`config.mk`:
```
export PLATFORM = sky130hd
export DESIGN_NAME = fir_mc_sequencer
export DESIGN_NICKNAME = d
export VERILOG_FILES = /design/src/rtl/fir_pkg.sv /design/src/rtl/fir_mc_sequencer.sv
export SDC_FILE = /design/constraint.sdc
export NUM_CORES = 1
export LEC_CHECK = 0
export CORE_ASPECT_RATIO = 0.9
export CORE_MARGIN = 2
export CORE_UTILIZATION = 53
export CTS_CLUSTER_DIAMETER = 40
export DETAILED_ROUTE_END_ITERATION = 10
export PLACE_DENSITY_LB_ADDON = 0.05
export SETUP_SLACK_MARGIN = 0.15
export SLEW_MARGIN = 0
export SYNTH_ARGS = -nofsm -noshare
export SYNTH_HDL_FRONTEND = slang
export SYNTH_SLANG_ARGS = --single-unit
```
`constraint.sdc`:
```
create_clock -name clock -period 3.07 [get_ports clock]
set_input_delay 0.614 -clock clock [delete_from_list [all_inputs] [get_ports clock]]
set_output_delay 0.614 -clock clock [all_outputs]
set_load 0.02 [all_outputs]
```
`src/rtl/fir_pkg.sv`:
```
// fir_pkg: shared state type, widths and address helper for the multi-channel FIR sequencer
package fir_pkg;
  localparam int CHANNELS = 4;
  localparam int TAPS = 8;
  localparam int CH_W = $clog2(CHANNELS);
  localparam int TAP_W = $clog2(TAPS);
  typedef enum logic [1:0] {INIT, FLUSH, IDLE, RUN} state_t;
  function automatic int unsigned ram_addr(int unsigned ch, int unsigned slot, int unsigned tap_w);
    return (ch << tap_w) | slot;
  endfunction
endpackage

```
`src/rtl/fir_mc_sequencer.sv`:
```
// fir_mc_sequencer: FIR control for interleaved channels, each with its own circular delay line
module fir_mc_sequencer
  import fir_pkg::*;
#(
  parameter int CHANNELS = 1 << CH_W,
  parameter int TAPS = 1 << TAP_W,
  localparam int CW = $clog2(CHANNELS),
  localparam int TW = $clog2(TAPS)
) (
  input  logic clock,
  input  logic reset,
  input  logic valid_in,
  input  logic [CW-1:0] ch_in,
  input  logic flush,
  output logic ready,
  output logic [TW-1:0] rom_address,
  output logic [CW+TW-1:0] ram_address,
  output logic en,
  output logic we,
  output logic zero,
  output logic mac_init,
  output logic [CW-1:0] ch_out,
  output logic done
);
  state_t state;
  logic [TW-1:0] k;
  logic [TW-1:0] slot;
  logic [CW+TW-1:0] f;
  logic [TW-1:0] wp [CHANNELS];
  logic run;
  logic tap0;
  // tap k reads the sample written k samples ago on the latched channel
  always_comb begin
    run = state == RUN;
    tap0 = run && k == '0;
    slot = wp[ch_out] - k;
    ready = state == IDLE;
    en = run || state == FLUSH;
    we = tap0 || state == FLUSH;
    zero = state == FLUSH;
    mac_init = tap0;
    rom_address = run ? k : '0;
    ram_address = state == FLUSH ? f : run ? (CW+TW)'(ram_addr(32'(ch_out), 32'(slot), TW)) : '0;
  end
  always_ff @(posedge clock or negedge reset)
    if (!reset) begin
      state <= INIT;
      k <= '0;
      f <= '0;
      ch_out <= '0;
      done <= 1'b0;
      for (int i = 0; i < CHANNELS; i++) wp[i] <= '0;
    end else begin
      done <= run && &k;
      case (state)
        INIT: state <= FLUSH;
        FLUSH: begin
          f <= f + 1'b1;
          if (&f) begin
            state <= IDLE;
            for (int i = 0; i < CHANNELS; i++) wp[i] <= '0;
          end
        end
        IDLE:
          if (flush) state <= FLUSH;
          else if (valid_in) begin
            ch_out <= ch_in;
            k <= '0;
            state <= RUN;
          end
        default: begin
          k <= k + 1'b1;
          if (&k) begin
            wp[ch_out] <= wp[ch_out] + 1'b1;
            state <= IDLE;
          end
        end
      endcase
    end
endmodule

```
Yosys cells after proc, flatten, opt, wreduce, memory -nomap -nowiden

Index checks and enable logic that the tools add are counted.

Reductions and logical operators: 17
Eq/ne operators: 7
Order comparisons: 2
Add/subtract/negate cells: 4
Bitwise logic cells: 5
Mux-type cells: 20

Operators by type and width:

| operator                                                              | count |
|---|---|
| 12-bit 2-to-1 mux                                                     | 2 |
| 12-bit case mux with 2 select lines                                   | 1 |
| 3-bit 2-to-1 mux                                                      | 6 |
| 3-bit AND reduction                                                   | 5 |
| 12-bit bitwise mux                                                    | 1 |
| 5-bit 2-to-1 mux                                                      | 2 |
| 2-bit 2-to-1 mux                                                      | 4 |
| 3-bit by 1-bit adder with 3-bit output (second input constant)        | 2 |
| 3-bit binary-select mux with 2-bit select                             | 1 |
| 3-bit demux with 2-bit select                                         | 1 |
| 2-bit case mux with 3 select lines                                    | 1 |
| 3-bit case mux with 2 select lines                                    | 1 |
| 5-bit by 1-bit adder with 5-bit output (second input constant)        | 1 |
| 5-bit by 3-bit bitwise OR with 5-bit output                           | 1 |
| 5-bit AND reduction                                                   | 1 |
| 2-bit == test (second input constant)                                 | 2 |
| 2-bit != test (second input constant)                                 | 2 |
| 4-bit nonzero test                                                    | 1 |
| 2-bit OR reduction                                                    | 2 |
| 3-bit >= comparator (second input constant)                           | 1 |
| 1-bit logical AND                                                     | 3 |
| 3-bit logical NOT                                                     | 1 |
| 3-bit by 1-bit < comparator with 1-bit output (second input constant) | 1 |
| 3-bit != test (second input constant)                                 | 1 |
| 8 further kinds                                                       | 11 |

Output and inout port bits: 16
Register bits after elaboration: 25
Word-level logic and storage cells: 64
Input port bits: 6

Longest topological paths before layout

Depth after elaboration: 8
Depth in mapped cells: 9
Gate-level depth less buffers: 8

Worst setup path before layout

OpenSTA, ideal clock, no wires.

Path kind: reg2out
Start: register ch_out[0]
End: output port ram_address[2]
Cell stages (with the launch flop): 10
Arrival time: 2507 ps
Data required time: 2456 ps
Slack: -51 ps
Cells stage by stage: dfrtp_1 -> buf_6 -> mux4_2 -> inv_1 -> ha_1 -> inv_1 -> fa_1 -> xnor2_1 -> xnor2_1 -> o21ai_0

Longest elaborated chain between the ends: 8

Ends and longest elaborated chain:

| element                                                | RTL line               | text |
|---|---|---|
| start, declared                                        | fir_mc_sequencer.sv:22 | `output logic [CW-1:0] ch_out,` |
| start signal, assigned                                 | fir_mc_sequencer.sv:67 | `ch_out <= ch_in;` |
| 2-bit inverter with 3-bit output (implied by the code) | fir_mc_sequencer.sv:36 | `slot = wp[ch_out] - k;` |
| 3-bit binary-select mux with 2-bit select              | fir_mc_sequencer.sv:36 |  |
| 3-bit 2-to-1 mux (implied by the code) (2 in series)   | fir_mc_sequencer.sv:36 |  |
| 3-bit subtractor                                       | fir_mc_sequencer.sv:36 |  |
| 5-bit by 3-bit bitwise OR with 5-bit output            | fir_pkg.sv:9           | `return (ch << tap_w) \| slot;` |
| 5-bit 2-to-1 mux (2 in series)                         | fir_mc_sequencer.sv:43 | `ram_address = state == FLUSH ? f : run ? (CW+TW)'(ram_addr(32'(ch_out), 32'(slot), TW)) : '0;` |
| end, declared                                          | fir_mc_sequencer.sv:17 | `output logic [CW+TW-1:0] ram_address,` |

Every way passes these cells. The select of a mux whose other input is x is not followed.

Worst setup path after layout

Ends and elaborated chain as after synthesis.

==> metrics.yaml <==
syn_area_mm2: 0.00149
maxSlewHeadroom_pct: 51.9
start_util_pct: 55.0
synth_cell_types: 37
grt.overflow.total: 0
post-dp-hpwl_mm: 2.38
status: "finished, final reports clean"
portBuffers: 21
vias: 1164
drt-pass1-iter-count: 4
place.gp.congestion: 0.835
synth_top_area_share_pct: 42.1
syn_area_per_cell_um2: 10.6
async_reset_ff_share_pct: 100
track_usage_pct: 21.4
p_sw_w: 0.000810
p_per_area_mw_per_mm2: 1010
cts.clk_slew.worst_paths_ps: 150
synth_seq_area_share_pct: 42.1
nNetsFinal: 189
synthesis.nets: 158
antenna_found_initial: 0
wl_mm: 3.16
path_cells: "mux4_2 -> inv_2 -> ha_4 -> inv_2 -> fa_2 -> xnor2_2 -> xnor2_1 -> o21ai_1 -> buf_4"
crit_top_cell: "inv_2"
period_minus_slack_ps: 3000
clkLatencyLatePin_ps: 340
drc: 0
cp_slowest_stage_delay_ps: 520
clock_path_buffers: 2
skew_ps: 11.6
critical_path_buf_inv_count: 3
finalCritPeriodShare_pct: 97.8
share_comb_of_total_power_pct: 63.4
cp_slowest_cell: "mux4_2"
path_delay_family: "multiplexers"
yosysTopAreaCell: "dfrtp_1"
fmaxAchievable_ghz: 0.333
hold_path_class: "reg -> reg"
syn_inst: 140
peakVddDrop_uv: 732
end_kind: "primary output"
drive_gt1_share_pct: 19.4
hold_ws_ps: 506
chipWidth_um: 59.8
grt_pass1_wl_mm: 5.06
final_max_slew_viol_count: 0
grt_max_degree: 26
cts_root_buffer: "clkbuf_4"
p_int_w: 0.00104
cts_buffers: 3
dieArea_mm2: 0.00324
num_rows: 18
final_antenna_net_count: 0
initialDrtViolationCount: 27
pin_count: 22
die_h_um: 54.2
coreArea_mm2: 0.00270
path_max_fanout: 2
setup_viol: 0
htree_levels: 1
start_kind: "register"
rrSetupSlack_ps: 580
p_leak_nw: 0.822
synth.area.top_cells: "dfrtp_1 42%, ha_1 9.3%, o2bb2ai_1 4.7%"
synth-seq-cells: 25
cp.required_ps: 2460
final_cell_mix: "24 x dfrtp_1, 18 x clkdlybuf4s50_1, 17 x nand2_1"
rsz0062_at_grt: "true"
clkPwrFrac_pct: 8.6
worstSetupPathType: "reg -> out"
seqPwrFrac_pct: 28.0
p_sw_share_pct: 43.8
post_drt_wl_per_cell_um: 15.8
synthFlopType: "dfrtp_1"
grt_pass1_vias: 1137
antenna_cells: 0
vias_per_cell: 5.82
cts_tree: "done"
synth_warnings: 0
final_common_cell: "dfrtp_1"
finalSetupTns_ps: 0
finalHoldViolations: 0
worstPathArrival_ps: 2390
maxCapViolations: 0
area_delta_synth_final_pct: 22.7
clock_sinks: 25
synth_edf_count: 0
worst_pin_slew_ps: 716
## stage by stage
step | power [W] | cells | cell area (um^2) | utilization [%] | setup WS [ps]
floorplan | 0.00124 | 140 | 1490 | - | 99.7
global placement | 0.00162 | 194 | 1760 | 65.2 | -74.6
detailed placement | 0.00165 | 194 | 1760 | 65.2 | -164
CTS | 0.00185 | 200 | 1830 | 67.5 | 46.3
global route | 0.00199 | 200 | 1820 | 67.4 | -39.1
finish | 0.00185 | 200 | 1820 | 67.4 | 66.9
## final timing paths
check                           from             end  cells past startpoint
max in group asynchronous      reset       ch_out[0]                      2
min                             f[3]            f[3]                      1
min reg2reg                     f[3]            f[3]                      1
min in group asynchronous      reset          wp[10]                      2
max                        ch_out[0]  ram_address[2]                      9
max reg2reg                     f[0]           wp[0]                      7
## cells in the mapped netlist (2+ instances only)
master     instances
dfrtp_1           25
nand2_1           17
ha_1              11
inv_1             10
o21ai_0           10
o2bb2ai_1          8
and2_1             6
xnor2_1            6
mux2_2             5
mux2i_1            4
nor2_1             4
a32o_1             3
clkbuf_1           3
nor3_1             3
a22o_1             2
or2_2              2
## per-layer routing
| layer | track usage [%] | wire (um) | up-vias | part of all wire [%] |
|---|---|---|---|---|
| li1 | - | - | 556 | - |
| met4 | 8.89 | 33 | 0 | 1.0 |
| met2 | 36.4 | 1490 | 27 | 47 |
| met1 | 27.6 | 1520 | 577 | 48 |
| met5 | 0 | 0 | - | 0 |
| met3 | 2.84 | 121 | 4 | 3.8 |
## cells by family (layout without fill, tap and decap cells)
| kind of cell | after synthesis | count (layout) | synth area share [%] |
|---|---|---|---|
| mux | 11 | 11 | 9.77 |
| fa+ha+maj | 12 | 12 | 10.6 |
| simple gates | 41 | 41 | 14.7 |
| buf+inv | 15 | 45 | 4.30 |
| xor+xnor | 7 | 7 | 4.13 |
| compound gates | 29 | 29 | 14.3 |
| flops | 25 | 25 | 42.1 |
## flip-flops by register name, summed over array words and instances (netlist names)
signal  flops
ch_out      2
done        1
wp         12
k           3
state       2
f           5
## power groups by stage
stage,combinational [W],sequential (W),clock (W)
3_5_place_dp,0.00113,0.000523,0
2_1_floorplan,0.000731,0.000508,0
6_report,0.00117,0.000517,0.000159
5_1_grt,0.00129,0.000530,0.000172
3_3_place_gp,0.00110,0.000517,0
4_1_cts,0.00117,0.000517,0.000162
## layout make-up
type                            instances  area (um^2)
Clock buffer                            3         22.5
Fill cell                             227          881
Tap cell                               30         37.5
Inverter                               11         41.3
Multi-Input combinational cell        100          815
Clock inverter                          1         7.51
Sequential cell                        25          627
Timing Repair Buffer                   30          272
## repair_timing
item                                    4_1_cts  5_1_grt
endpoints found under the setup margin        3        2
buffers inserted                              2        0
hold buffers                                  0        0
resized for setup                            18        2
endpoints found under the hold margin         0        0
pin swaps                                     5        4
No activity file was read; power rests on OpenSTA's default activity.
